<file path="config.mk">
export PLATFORM = sky130hd
export DESIGN_NAME = result_serializer_16bit
export DESIGN_NICKNAME = d
export VERILOG_FILES = /design/src/rtl/ser_pkg.sv /design/src/rtl/ser_lane.sv /design/src/rtl/result_serializer_16bit.sv
export SDC_FILE = /design/constraint.sdc
export NUM_CORES = 1
export LEC_CHECK = 0
export ABC_AREA = 1
export CAP_MARGIN = 10
export CORE_ASPECT_RATIO = 1.75
export CORE_UTILIZATION = 45
export CTS_BUF_LIST = sky130_fd_sc_hd__clkbuf_4 sky130_fd_sc_hd__clkbuf_8
export DETAILED_ROUTE_END_ITERATION = 8
export PLACE_DENSITY_LB_ADDON = 0.05
export SYNTH_ARGS = -nofsm -noshare
export SYNTH_HDL_FRONTEND = slang
export SYNTH_SLANG_ARGS = --single-unit
</file>
<file path="constraint.sdc">
create_clock -name clk -period 12.2 [get_ports clk]
set_input_delay 3.66 -clock clk [delete_from_list [all_inputs] [get_ports clk]]
set_output_delay 3.66 -clock clk [all_outputs]
set_load 0.01 [all_outputs]
</file>
<file path="src/rtl/ser_pkg.sv">
// Shared types and constants for the result serializer.
// Optional feature macro: SER_CHECKSUM_EN (appends a checksum word to lane B).
package ser_pkg;

   // Default word width of every serialized word.
   localparam int unsigned DW = 16;

   // Final index of each lane.
   localparam logic [1:0] A_LAST = 2'd3;
   localparam logic [2:0] B_LAST = 3'd5;
   // Lane B final index when the checksum word is appended.
   localparam logic [2:0] B_CSUM = 3'd6;

   // Number of captured input words.
   localparam int unsigned NumWords = 10;

   // Top-level sequencing states.
   typedef enum logic [1:0] {
      StIdle,
      StStream,
      StDone
   } ser_state_e;

endpackage

</file>
<file path="src/rtl/ser_lane.sv">
// Generic valid/ready output lane. Walks an indexed word array from index 0 up
// to last_i, presenting one registered word at a time. Data and index only move
// on a transfer, so they stay stable under backpressure.
module ser_lane #(
   parameter int unsigned DW     = 16,
   parameter int unsigned SelW   = 2,
   parameter int unsigned NWords = 4
) (
   input  logic                         clk,
   input  logic                         rst,
   input  logic                         start_i,
   input  logic [NWords-1:0][DW-1:0]    words_i,
   input  logic [SelW-1:0]              last_i,
   input  logic                         ready_i,
   output logic                         valid_o,
   output logic [DW-1:0]                data_o,
   output logic [SelW-1:0]              sel_o,
   output logic                         last_xfer_o
);

   logic            valid_q, valid_d;
   logic [DW-1:0]   data_q, data_d;
   logic [SelW-1:0] sel_q, sel_d;
   logic [SelW-1:0] sel_nxt;
   logic            xfer;
   logic            at_last;

   // Next-state: start loads word 0, each transfer steps to the next index or
   // retires the lane after the last one.
   always_comb begin
      xfer    = valid_q & ready_i;
      at_last = (sel_q == last_i);
      sel_nxt = sel_q + SelW'(1);
      valid_d = valid_q;
      data_d  = data_q;
      sel_d   = sel_q;
      if (start_i) begin
         valid_d = 1'b1;
         sel_d   = '0;
         data_d  = words_i[0];
      end else if (xfer) begin
         if (at_last) begin
            // Data and index hold their last values once the lane retires.
            valid_d = 1'b0;
         end else begin
            sel_d  = sel_nxt;
            data_d = words_i[sel_nxt];
         end
      end
   end

   // Lane output registers.
   always_ff @(posedge clk or posedge rst) begin
      if (rst) begin
         valid_q <= 1'b0;
         data_q  <= '0;
         sel_q   <= '0;
      end else begin
         valid_q <= valid_d;
         data_q  <= data_d;
         sel_q   <= sel_d;
      end
   end

   // Outputs are direct register values; last_xfer_o flags the final handshake.
   always_comb begin
      valid_o     = valid_q;
      data_o      = data_q;
      sel_o       = sel_q;
      last_xfer_o = xfer & at_last;
   end

endmodule

</file>
<file path="src/rtl/result_serializer_16bit.sv">
// Result serializer: snapshots ten words on a load pulse and streams W1..W4 on
// lane A and W5..W10 on lane B, each with valid/ready and a select index.
// Optional feature macro: SER_CHECKSUM_EN -- lane B appends the modulo-2^DW
// sum of all ten words with index 6.
module result_serializer_16bit
   import ser_pkg::*;
#(
   parameter int unsigned DW = ser_pkg::DW
) (
   input  logic          clk,
   input  logic          rst,
   input  logic          load,
   input  logic [DW-1:0] Data_in1,
   input  logic [DW-1:0] Data_in2,
   input  logic [DW-1:0] Data_in3,
   input  logic [DW-1:0] Data_in4,
   input  logic [DW-1:0] Data_in5,
   input  logic [DW-1:0] Data_in6,
   input  logic [DW-1:0] Data_in7,
   input  logic [DW-1:0] Data_in8,
   input  logic [DW-1:0] Data_in9,
   input  logic [DW-1:0] Data_in10,
   output logic          busy,
   output logic          a_valid,
   input  logic          a_ready,
   output logic [DW-1:0] a_data,
   output logic [1:0]    a_sel,
   output logic          b_valid,
   input  logic          b_ready,
   output logic [DW-1:0] b_data,
   output logic [2:0]    b_sel,
   output logic          done
);

`ifdef SER_CHECKSUM_EN
   localparam int unsigned BWords = 7;
   localparam logic [2:0]  BLastIdx = B_CSUM;
`else
   localparam int unsigned BWords = 6;
   localparam logic [2:0]  BLastIdx = B_LAST;
`endif

   ser_state_e state_q, state_d;

   logic [NumWords-1:0][DW-1:0] din;
   logic [NumWords-1:0][DW-1:0] snap_q;
   logic                        load_acc;

   logic [3:0][DW-1:0]          a_words;
   logic [BWords-1:0][DW-1:0]   b_words;
   logic [5:0][DW-1:0]          b_src;
   logic                        a_last_xfer;
   logic                        b_last_xfer;
   logic                        a_fin;
   logic                        b_fin;

   assign din = {Data_in10, Data_in9, Data_in8, Data_in7, Data_in6,
                 Data_in5,  Data_in4, Data_in3, Data_in2, Data_in1};

   // A load is only honoured from idle; loads while streaming or in the done
   // cycle are dropped without side effects.
   assign load_acc = (state_q == StIdle) & load;

   // Snapshot capture; frozen for the whole stream.
   always_ff @(posedge clk or posedge rst) begin
      if (rst) begin
         snap_q <= '0;
      end else if (load_acc) begin
         snap_q <= din;
      end
   end

   // On the capture edge the snapshot is not yet written, so the lanes take
   // their first word straight from the inputs.
   always_comb begin
      a_words = load_acc ? din[3:0] : snap_q[3:0];
      b_src   = load_acc ? din[9:4] : snap_q[9:4];
   end

`ifdef SER_CHECKSUM_EN
   logic          capt_q;
   logic [DW-1:0] csum_q, csum_d;

   // Sum of the frozen snapshot, carries discarded.
   always_comb begin
      csum_d = '0;
      for (int i = 0; i < int'(NumWords); i++) begin
         csum_d = csum_d + snap_q[i];
      end
   end

   // Latch the checksum one cycle after capture, well before lane B can reach
   // index 6.
   always_ff @(posedge clk or posedge rst) begin
      if (rst) begin
         capt_q <= 1'b0;
         csum_q <= '0;
      end else begin
         capt_q <= load_acc;
         if (capt_q) begin
            csum_q <= csum_d;
         end
      end
   end

   assign b_words = {csum_q, b_src};
`else
   assign b_words = b_src;
`endif

   ser_lane #(
      .DW     (DW),
      .SelW   (2),
      .NWords (4)
   ) u_lane_a (
      .clk         (clk),
      .rst         (rst),
      .start_i     (load_acc),
      .words_i     (a_words),
      .last_i      (A_LAST),
      .ready_i     (a_ready),
      .valid_o     (a_valid),
      .data_o      (a_data),
      .sel_o       (a_sel),
      .last_xfer_o (a_last_xfer)
   );

   ser_lane #(
      .DW     (DW),
      .SelW   (3),
      .NWords (BWords)
   ) u_lane_b (
      .clk         (clk),
      .rst         (rst),
      .start_i     (load_acc),
      .words_i     (b_words),
      .last_i      (BLastIdx),
      .ready_i     (b_ready),
      .valid_o     (b_valid),
      .data_o      (b_data),
      .sel_o       (b_sel),
      .last_xfer_o (b_last_xfer)
   );

   // A lane is finished once it has retired or retires on this edge. In
   // STREAM a low valid can only mean the lane already retired.
   assign a_fin = ~a_valid | a_last_xfer;
   assign b_fin = ~b_valid | b_last_xfer;

   // State register.
   always_ff @(posedge clk or posedge rst) begin
      if (rst) begin
         state_q <= StIdle;
      end else begin
         state_q <= state_d;
      end
   end

   // Next-state logic.
   always_comb begin
      state_d = state_q;
      unique case (state_q)
         StIdle: begin
            if (load) begin
               state_d = StStream;
            end
         end
         StStream: begin
            // Both lanes finishing on the same edge enter DONE only once.
            if (a_fin && b_fin) begin
               state_d = StDone;
            end
         end
         StDone: begin
            state_d = StIdle;
         end
         default: begin
            state_d = StIdle;
         end
      endcase
   end

   // Status outputs decoded from state.
   always_comb begin
      busy = (state_q == StStream);
      done = (state_q == StDone);
   end

endmodule
</file>
Word-level counts from Yosys, hierarchy flattened
Cells that the tools add are included.
- bits in read-only memories: 0
- bits in registers: 201
- memories kept: 0
- memory bits (writable): 0
- latch bits: 0
- word-level logic and storage cells: 76
- multiply operators: 0
- $add $sub $neg: 2
- shift-type cells: 0
- reduce and logical (&&, ||, !) cells: 11
- div/mod/pow operators: 0
- mux-type cells: 27
- magnitude comparators: 2
- eq/ne operators: 8
- bitwise logic cells: 9
- operators by type and width (operator ; number):
    16-bit 2-to-1 mux ; 8
    96-bit 2-to-1 mux ; 1
    64-bit 2-to-1 mux ; 1
    16-bit binary-select mux with 3-bit select ; 1
    16-bit binary-select mux with 2-bit select ; 1
    2-bit 2-to-1 mux ; 5
    2-bit AND reduction ; 5
    3-bit 2-to-1 mux ; 3
    2-bit nonzero test ; 4
    1-bit 2-to-1 mux ; 6
    2-bit inequality test (second input constant) ; 3
    1-bit AND ; 5
    2-bit == test (second input constant) ; 2
    3-bit by 4-bit < comparator with 1-bit output (second input constant) ; 1
    2-bit one-hot mux with 2 select lines ; 1
    3-bit by 1-bit adder with 3-bit output (second input constant) ; 1
    3-bit == test (second input constant) ; 1
    2-bit by 3-bit < comparator with 1-bit output (second input constant) ; 1
    2-bit by 1-bit adder with 2-bit output (second input constant) ; 1
    2-bit by 1-bit == test with 1-bit output (second input constant) ; 1
    2-bit logical NOT ; 1
    2-bit by 1-bit inequality test with 1-bit output (second input constant) ; 1
    1-bit inverter ; 2
    1-bit OR ; 2
    1-bit logical AND ; 1

Longest topological paths before layout
- depth in word-level cells: 8
- depth in mapped cells: 12
- mapped depth without buffers: 10

By module
Synthesis repeated with hierarchy kept, for this count alone.
- cell total of the unflattened synthesis: 1416
- area, all modules: 10161.0 um^2
- modules (own cells, without submodules) (module ; cells each ; area an instance (um^2) ; times used):
    result_serializer_16bit ; 712 ; 6374.9 ; 1
    ser_lane (u_lane_b) ; 462 ; 2301.0 ; 1
    ser_lane (u_lane_a) ; 242 ; 1485.2 ; 1

Least setup slack after synthesis
Ideal clock, no wire load.
- path type: input-to-reg
- start: input load
- end: register u_lane_b.data_q[2] (netlist: u_lane_b.data_o[2])
- stages: 10
- slack: 7.562 ns
- path buffers: 2
- arrival time: 4.565 ns
- data required time: 12.127 ns
- path through: buf_2 -> buf_2 -> nand3_1 -> nand3_1 -> nand3_1 -> nand2_1 -> nand2_1 -> nand2_1 -> nand2_1 -> a21oi_2
- word-level cells in the longest chain between the ends: 7
- elaborated cells on any way between the ends: 10
- ends and longest elaborated chain (element ; RTL line ; text):
    start, declared ; result_serializer_16bit.sv:12 ; input logic load,
    1-bit AND (*) ; result_serializer_16bit.sv:62 ; assign load_acc = (state_q == StIdle) & load;
    96-bit 2-to-1 mux ; result_serializer_16bit.sv:77 ; b_src = load_acc ? din[9:4] : snap_q[9:4];
    16-bit binary-select mux with 3-bit select ; ser_lane.sv:47 ; data_d = words_i[sel_nxt];
    16-bit 2-to-1 mux (implied by the code) ; ser_lane.sv:47 ;
    16-bit 2-to-1 mux ; ser_lane.sv:42 ; if (at_last) begin
    16-bit 2-to-1 mux ; ser_lane.sv:41 ; end else if (xfer) begin
    16-bit 2-to-1 mux ; ser_lane.sv:37 ; if (start_i) begin
    end signal, assigned ; ser_lane.sv:60 ; data_q <= data_d;
    end, declared ; ser_lane.sv:22 ; logic [DW-1:0] data_q, data_d;
Every way passes the cells marked *; elsewhere a longest branch is shown, timed or not. The select of a mux whose other input is x is not followed.
A chain may end at the register's enable or synchronous reset.

Worst setup path after layout
- start: input load
- end: register u_lane_b.data_q[11] (netlist: u_lane_b.data_o[11])
Same word-level chain as after synthesis.

==> summary by stage <==
Status
The flow ran to the end, and the final reports show no timing, DRC or antenna violations.

Synthesis
After synthesis, the most frequently instantiated cells are 528 x nand2_1, 229 x nand3_1, 201 x dfrtp_1. The share of synthesized area occupied by flip-flops and latches is around half. The flop and latch count out of synthesis is about 200. The cell area that synthesis handed to floorplanning was ~0.0097 mm². Counting every net in the synthesized netlist gives roughly 1400. In this run the mean area of a mapped cell was a little under 8 µm². Yosys mapped a number of flops with a built-in enable equal to 0. The fraction of registers with async set/reset is 100%. The most instantiated flip-flop cell in the synthesis netlist is dfrtp_1.

Yosys printed 0 warnings. After synthesis, the largest area contributor takes up 51.9% of total cell area. By instance count, the leading cell after synthesis is nand2_1. The synthesized instance count is 1258. In the post-synthesis netlist, the biggest area contributors are dfrtp_1 52%, nand2_1 20%, nand3_1 12%.

After synthesis, the netlist uses 27 different library cells. The cell accounting for the most synthesized area is dfrtp_1.

Clock network
The CTS root buffer is clkbuf_8. TritonCTS built the clock tree. The clock drives between 200 and 250 sinks. The insertion delay of the later-clocked pin in the worst-skew pair is between 0.5 and 0.6 ns.

The clock slew at the register clock pins of the worst setup and hold paths is ~0.060 ns. The deepest clock path buffer count is 3. In this run the number of H-tree levels came out at 1.

Buffers added to address setup during post-CTS repair amount to 0. The count of cells resized by post-cts repair is 0. The number of CTS-inserted buffers is 30. In this run, post-CTS hold repair placed 0 buffers.

Place
Detailed placement finished with a half-perimeter wire length of approximately 20 mm. The global placement routability congestion is 0.830. The number of port buffers is roughly 210.

Timing
The fmax is 0.155 GHz. The hold violation count in the final report is 0. Setup violations remaining at the end of the flow were counted as 0. Setup repair after global routing left no endpoint under its margin.

The setup total negative slack is 0 ns. The max-slew violation count was 0. The final critical path takes up between 50% and 60% of the cycle. The maximum clock skew at final layout is between 0.02 and 0.03 ns. Measured against its own limit, the worst slew margin works out to between 20% and 30%. The clock period minus final worst setup slack is 6.44 ns. The slew of the pin with the lowest slew margin is between 1 and 1.5 ns.

Critical path
The worst setup path is captured at a register. The critical path start-end classification is input pin to register. The required time reported for the critical path endpoint is 12.63 ns.

The sort of element at the start of the critical path is an input pin. The worst-path maximum fanout is ~140. STA puts the critical path data arrival time at 6.87 ns.

Drt
Once detail routing completed, the nets flagged for antenna violations numbered 0. The final layout contains routed wiring with a total length of roughly 28 mm. Before antenna repair, the detailed router went through 7 iterations.

After detailed routing, the number of vias per cell comes to about 5. In the routed design, unresolved DRC markers number 0. The total number of vias is 8659.

In the final routed layout, each cell accounts on average for between 15 and 20 µm. The first-iteration detailed-routing DRC count is ~510.

Run
Across the run, the number of max-cap violations was 0.

Floorplan
The die covers around 0.022 mm². The number of placement rows is 70. During I/O placement, the number of pins put on the boundary was 206. In this run the horizontal extent of the chip is approximately 110 µm. The standard cell core area is approximately 0.021 mm².

The starting density of the core is a little under half. The die boundary height is 196 µm.

Layout
The utilization after layout is 58.5%. The final layout contains 1598 nets. The post-route netlist has roughly 6% of its cells at a drive strength greater than 1. From synthesis to final layout, the design area changed by 26.9%.

The number of diodes added for antenna fixing is 0.

Pwr
The analysis attributes to cell leakage a power of ~6.3 nW. The ratio of total power to cell area is roughly 270 mW/mm². IR analysis of the VDD net gives a maximum drop of ~0.16 mV.

GRT
The via count of the first global-routing pass was approximately 8600. Across every metal layer, demand over resource in global routing totals approximately a quarter. The first global-routing pass estimated approximately 45 mm of wire. Entering global routing, the biggest net connects 142 pins. The number of antenna violations at the first check in global routing was 0. Global routing finished with a remaining overflow of 0.

Hold path
The worst hold-check path type is register to register.
[sequential cells by signal, summed over array words and instances, names as in the netlist]
signal            cells
snap_q              160
state_q               2
u_lane_a.data_o      16
u_lane_a.sel_o        2
u_lane_a.valid_o      1
u_lane_b.data_o      16
u_lane_b.sel_o        3
u_lane_b.valid_o      1
[layout make-up]
class / instances / area (µm²)
clock buffer: 49 / 587
clock inverter: 2 / 13.8
fill: 2015 / 8710
inverter: 101 / 387
multi-input combinational: 878 / 3830
sequential: 201 / 5030
tap: 252 / 315
timing repair buffer: 218 / 2140
[layout by cell type (no fill, tap or decap)]
| cell | synthesis | final |
|---|---|---|
| nand2_1 | 528 | 528 |
| nand3_1 | 229 | 229 |
| clkdlybuf4s50_1 | 0 | 204 |
| dfrtp_1 | 201 | 201 |
| inv_1 | 98 | 97 |
| nor2_1 | 35 | 35 |
| clkbuf_8 | 0 | 35 |
| o21ai_0 | 29 | 29 |
| a21oi_2 | 15 | 15 |
| a31oi_1 | 14 | 14 |
| clkbuf_4 | 0 | 14 |
| buf_4 | 14 | 13 |
| o21ai_1 | 11 | 11 |
| a21oi_1 | 4 | 4 |
| ha_1 | 3 | 3 |
| clkinv_1 | 2 | 2 |
| o22ai_1 | 2 | 2 |
| nor2_4 | 0 | 1 |
| nand2_8 | 0 | 1 |
| inv_2 | 1 | 1 |
| o21ai_2 | 1 | 1 |
| xnor2_2 | 1 | 1 |
| nor2_2 | 2 | 1 |
| o211ai_1 | 1 | 1 |
| or2_1 | 1 | 1 |
| nor3_1 | 1 | 1 |
| inv_8 | 0 | 1 |
| inv_6 | 0 | 1 |
| clkinv_2 | 0 | 1 |
| buf_2 | 30 | 1 |
[logic make-up (layout without fill, tap and decap cells)]
| logic type | Yosys count | after routing | synth area share [%] |
|---|---|---|---|
| flip-flops | 201 | 201 | 51.9 |
| AND/OR/NAND/NOR | 797 | 797 | 33.9 |
| AO/OA/AOI/OAI | 77 | 77 | 4.83 |
| buffers and inverters | 179 | 370 | 8.80 |
| XOR/XNOR | 1 | 1 | 0.168 |
| adder cells (fa/ha/maj) | 3 | 3 | 0.387 |
[metrics by stage]
| stage | total power, W | hold WS, ns | instance area [µm²] | worst slack, ns | instances |
|---|---|---|---|---|---|
| final | 0.00331 | 0.464 | 12300 | 5.76 | 1701 |
| after detailed placement | 0.00278 | 0.453 | 11700 | 5.18 | 1650 |
| after CTS | 0.00334 | 0.469 | 12300 | 5.77 | 1701 |
| after global placement | 0.00274 | 0.448 | 11700 | 5.27 | 1650 |
| after floorplan | 0.00223 | 0.437 | 9690 | 3.06 | 1258 |
| after global routing | 0.00360 | 0.481 | 12300 | 5.45 | 1701 |
[power by group]
group	total, W	switching [W]	internal [W]
sequential	0.00110	0.000118	0.000985
clock	0.000554	0.000253	0.000301
combinational	0.00165	0.00105	0.000603
total	0.00331	0.00142	0.00189
[critical path, cell delays in order]
cell and delay [ns]:
buf_2 0.07, buf_4 0.56, nand2_8 0.58, inv_2 0.15, buf_4 0.52, or2_1 0.98
nand2_1 0.11, inv_1 0.11, a21oi_2 0.05
[per-layer routing]
layer  part of all wire [%]  global-route usage, %
met4                    6.7                   17.0
met3                    4.5                   3.15
met2                     52                   47.3
met1                     37                   29.3
met5                      0                      0
[worst paths after layout]
kind / start / end / slack (ns) / depth (start not counted)
worst max-delay path: load / u_lane_b.data_o[11] / 5.76 / 9
max in group asynchronous: rst / u_lane_b.data_o[9] / 6.99 / 3
min in group asynchronous: rst / snap_q[31] / 3.69 / 2
worst min-delay path: snap_q[118] / snap_q[118] / 0.46 / 2
worst max register to register: state_q[1] / u_lane_b.data_o[11] / 8.35 / 9
worst min register to register: snap_q[118] / snap_q[118] / 0.46 / 2
(Power assumes the default switching activity.)
==> patch 1: new RTL, same flow settings <==
Add a define of `SER_CHECKSUM_EN`.
--- a/src/rtl/result_serializer_16bit.sv
+++ b/src/rtl/result_serializer_16bit.sv
@@ -4,2 +4,4 @@
 // sum of all ten words with index 6.
+`define SER_CHECKSUM_EN
+
 module result_serializer_16bit
Formal check against the unedited RTL: not equivalent (Yosys sat finds a counterexample within 10 cycles, from zero or initial values and one cycle with rst high).
==> patch 1 against the original RTL <==
Sequential cell count grew 17. Register-to-register slack lost 1000 ps. Clock skew grew 0.54 ps. Area after synthesis grew 44%. Final area grew 38%. Worst setup slack gained 580 ps. Routed wire length grew 49%. Hold slack gained 18 ps. First-iteration DRC count grew 23%. Global-route usage grew 1.9 points. Critical path type is now primary input to asynchronous set/reset pin.
Power is left out: the tool's default activity adds up to more than one toggle a clock period on the data nets, which glitch-free logic cannot reach.
==> patch 1: results <==
set metrics [dict create \
    hold_buffers 0 \
    cts_setup_buffers 0 \
    critPathMaxFanout 89 \
    r2r_start "snap_q[98]" \
    cts_max_path_buffers 3 \
    r2r_cells 19 \
    grt_pass1_vias 12041 \
    largest_register_ffs 160 \
    n_antenna_cell 0 \
    synth_commonest_cells "574 x nand2_1, 295 x inv_1, 218 x dfrtp_1" \
    hp-class "flop to flop" \
    syn-num-nets 2024 \
    antenna_found_initial 0 \
    synth.area.top_cells "dfrtp_1 39%, fa_1 16%, nand2_1 15%" \
    crit_path_max_incr_delay_ps 820 \
    wl_per_cell_um 18.24 \
    cts.clk_slew.worst_paths_ps 60 \
    hp-start "csum_q[11]" \
    cp_top_family "buffers and inverters" \
    worstHoldEndpoint "csum_q[11]" \
    place_congestion 0.9215 \
    root_buffer "clkbuf_8" \
    grt_pass1_wl_um 67100 \
    synth-main-ff-cell "dfrtp_1" \
    synth-async-reset-ratio_pct 100.0 \
    outcome "complete, no violations" \
    dpl.hpwl_um 30850 \
    finClkSkew_ps 27.82 \
    cts_resized 0 \
    worst_r2r_endpoint "csum_q[11]" \
    largest-register "snap_q" \
    crit_slowest_cell "buf_4" \
    hold_depth 2 \
    grt.total_usage_pct 28.23 \
    clock_latency_ps 570 \
    drt_iter0_markers 633 \
    io_buffers 205 \
    cts_buffers 37 \
    yosys_warnings 0 \
    dr.pass1.iters 5 \
    grt_max_degree 90 \
    drive_above_1_share_pct 5.754 \
    ff2ff_setup_slack_ps 7300 \
    worstMarginPinSlew_ps 963.5 \
    final_nets 2208 \
    htree_levels 2 \
    ys_types 34 \
    via_per_inst 4.988 \
    seq_area_frac_synth_pct 39.10 \
]
patch 1: metal layers:
layer | vias to the layer above | GRT usage, % | share of wire, %
met4 | 0 | 11.95 | 4.1
met2 | 341 | 47.83 | 50
met1 | 5510 | 35.80 | 41
met5 | - | 0 | 0
li1 | 5643 | - | -
met3 | 79 | 3.840 | 4.8
patch 1: how the worst max path moves through the flow:
stage,start,to,slack (ps),depth (start not counted)
6_report,rst,snap_q[65],6340,4
5_1_grt,rst,snap_q[97],5960,4
4_1_cts,rst,snap_q[97],6260,4
3_5_place_dp,rst,u_lane_b.data_o[2],5650,4
3_3_place_gp,rst,snap_q[129],5670,4
2_1_floorplan,rst,capt_q,2580,1
patch 1: logic make-up (layout without fill, tap and decap cells):
kind of cell             Yosys count  count (layout)  synth area share [%]
AND/OR/NAND/NOR                  774             774                 22.49
XOR/XNOR                           9               9                0.5651
adder cells (fa/ha/maj)          136             136                 18.33
buffers and inverters            375             581                 11.04
AO/OA/AOI/OAI                    211             211                 8.466
flip-flops                       218             218                 39.10
patch 1: final cells by class:
class                           instances  area, µm²
Tap cell                              391      489.2
Sequential cell                       218       5455
Multi-Input combinational cell       1130       6975
Clock inverter                          6      57.56
Clock buffer                           55      700.7
Timing Repair Buffer                  218       2170
Fill cell                            2894      13640
Inverter                              302       1141
patch 1: tightest hold or removal path, delay by kind of cell (launching register included):
kind | cells | cell delay [ps]
flops | 1 | 340
simple gates | 2 | 100
patch 1: through the flow:
stage / area (µm²) / instances / setup slack, ps / hold WS, ps
floorplan: 13950 / 1723 / 2576 / 442.2
global placement: 16200 / 2258 / 5668 / 467.9
detailed placement: 16200 / 2258 / 5653 / 467.2
CTS: 16960 / 2319 / 6259 / 484.1
global route: 16990 / 2320 / 5961 / 494.2
finish: 16990 / 2320 / 6342 / 482.7
==> patch 2: new RTL, same flow settings <==
Without the edit above. `data_q` no longer has a reset.
--- a/src/rtl/ser_lane.sv
+++ b/src/rtl/ser_lane.sv
@@ -55,3 +55,2 @@
          valid_q <= 1'b0;
-         data_q  <= '0;
          sel_q   <= '0;
@@ -59,5 +58,8 @@
          valid_q <= valid_d;
-         data_q  <= data_d;
          sel_q   <= sel_d;
       end
+   end
+
+   always_ff @(posedge clk) begin
+      data_q <= data_d;
    end
Check against the original RTL: not equivalent (Yosys sat finds a counterexample within 4 cycles, from zero or initial values and one cycle with rst high).
==> patch 2 against the original RTL <==
The flow now finishes with violations (DRC). Worst setup slack improved by 470 ps. Count of clock-buffer cells in the layout rose by 4. Clock skew fell by 9.9 ps. Power fell by 0.19%. Combinational power fell by 4%. Sequential cell count did not move. Final area fell by 0.70%. Area after synthesis fell by 2.0%. Core utilization rose by 0.33 points. Routed wire length fell by 6.1%. Non-clock buffer count rose by 1.
==> patch 2: results <==
set metrics [dict create \
    multi_input_gates 817 \
    violations "DRC" \
    switchingPower_mw 1.354 \
    synth_compound_area_share_pct 4.401 \
    final_nets 1529 \
    grt_max_degree 106 \
    worstMarginPinSlew_ps 988.6 \
    outcome "finished with violations" \
    synth_edf_count 32 \
    drt_iter0_markers 410 \
    sh_seq_area_pct 42.47 \
    via_per_inst 4.955 \
    place_congestion 0.7945 \
    met1_usage_pct 29.19 \
    syn_area_per_cell_um2 8.028 \
    synthXorXnorAreaFrac_pct 0.1713 \
    nClkBuffers 53 \
    synth-async-reset-ratio_pct 84.08 \
    worstHoldEndpoint "snap_q[72]" \
    grt_pass1_wl_um 41920 \
    n_all_buffers 219 \
    wl_met3_um 1279 \
    worst_r2r_endpoint "u_lane_b.data_o[14]" \
    place_ws_ps 5632 \
    synth_commonest_cells "506 x nand2_1, 228 x nand3_1, 169 x dfrtp_1" \
    power_frac_seq_pct 35.0 \
    multi_input_area_share_pct 29.28 \
    grt_use_met2_pct 44.28 \
    r2r_cells 6 \
    dpl.hpwl_um 18430 \
    syn-num-nets 1351 \
    finClkSkew_ps 17.41 \
    wirelength_um 26740 \
    final_core_util_pct 58.87 \
    p_leak_nw 6.151 \
    grt.total_usage_pct 24.92 \
    critPathMaxFanout 103 \
    dp.cells 1579 \
    internal_power_mw 1.945 \
    synth.area.top_cells "dfrtp_1 45%, nand2_1 20%, nand3_1 12%" \
    fill_cells 1946 \
    buf_share_pct 17.67 \
    cts_buffers 31 \
    met3_usage_pct 2.845 \
    num_vias 8097 \
    drcViolationCount 16 \
    met2_length_um 13780 \
    drive_above_1_share_pct 6.729 \
    hp-start "snap_q[72]" \
    design.seq.count 201 \
    grt_pass1_vias 7924 \
    final-clk-cell-share_pct 5.160 \
    seq_area_frac_synth_pct 54.65 \
    crit_path_max_incr_delay_ps 720 \
]
## patch 2: changes by cell type in the layout (fill, tap and decap cells not counted), moves of 14 or more
cell      unedited run  this run
nor2_1              35         2
o21ai_1             11        44
dfrtp_1            201       169
edfxtp_1             0        32
nand2_1            528       506
o21ai_0             29         7
o21ai_2              1        17
a21oi_2             15         0
a31oi_1             14         0
## patch 2: how the worst max path moves through the flow
| stage | start | endpoint | slack, ps | depth (start not counted) |
|---|---|---|---|---|
| 2_1_floorplan | rst | snap_q[0] | 3960 | 1 |
| 3_3_place_gp | load | u_lane_b.data_o[14] | 5660 | 6 |
| 3_5_place_dp | load | u_lane_b.sel_o[0] | 5630 | 7 |
| 4_1_cts | load | u_lane_b.sel_o[0] | 6230 | 7 |
| 5_1_grt | load | u_lane_b.data_o[7] | 6000 | 6 |
| 6_report | load | u_lane_b.data_o[14] | 6230 | 6 |
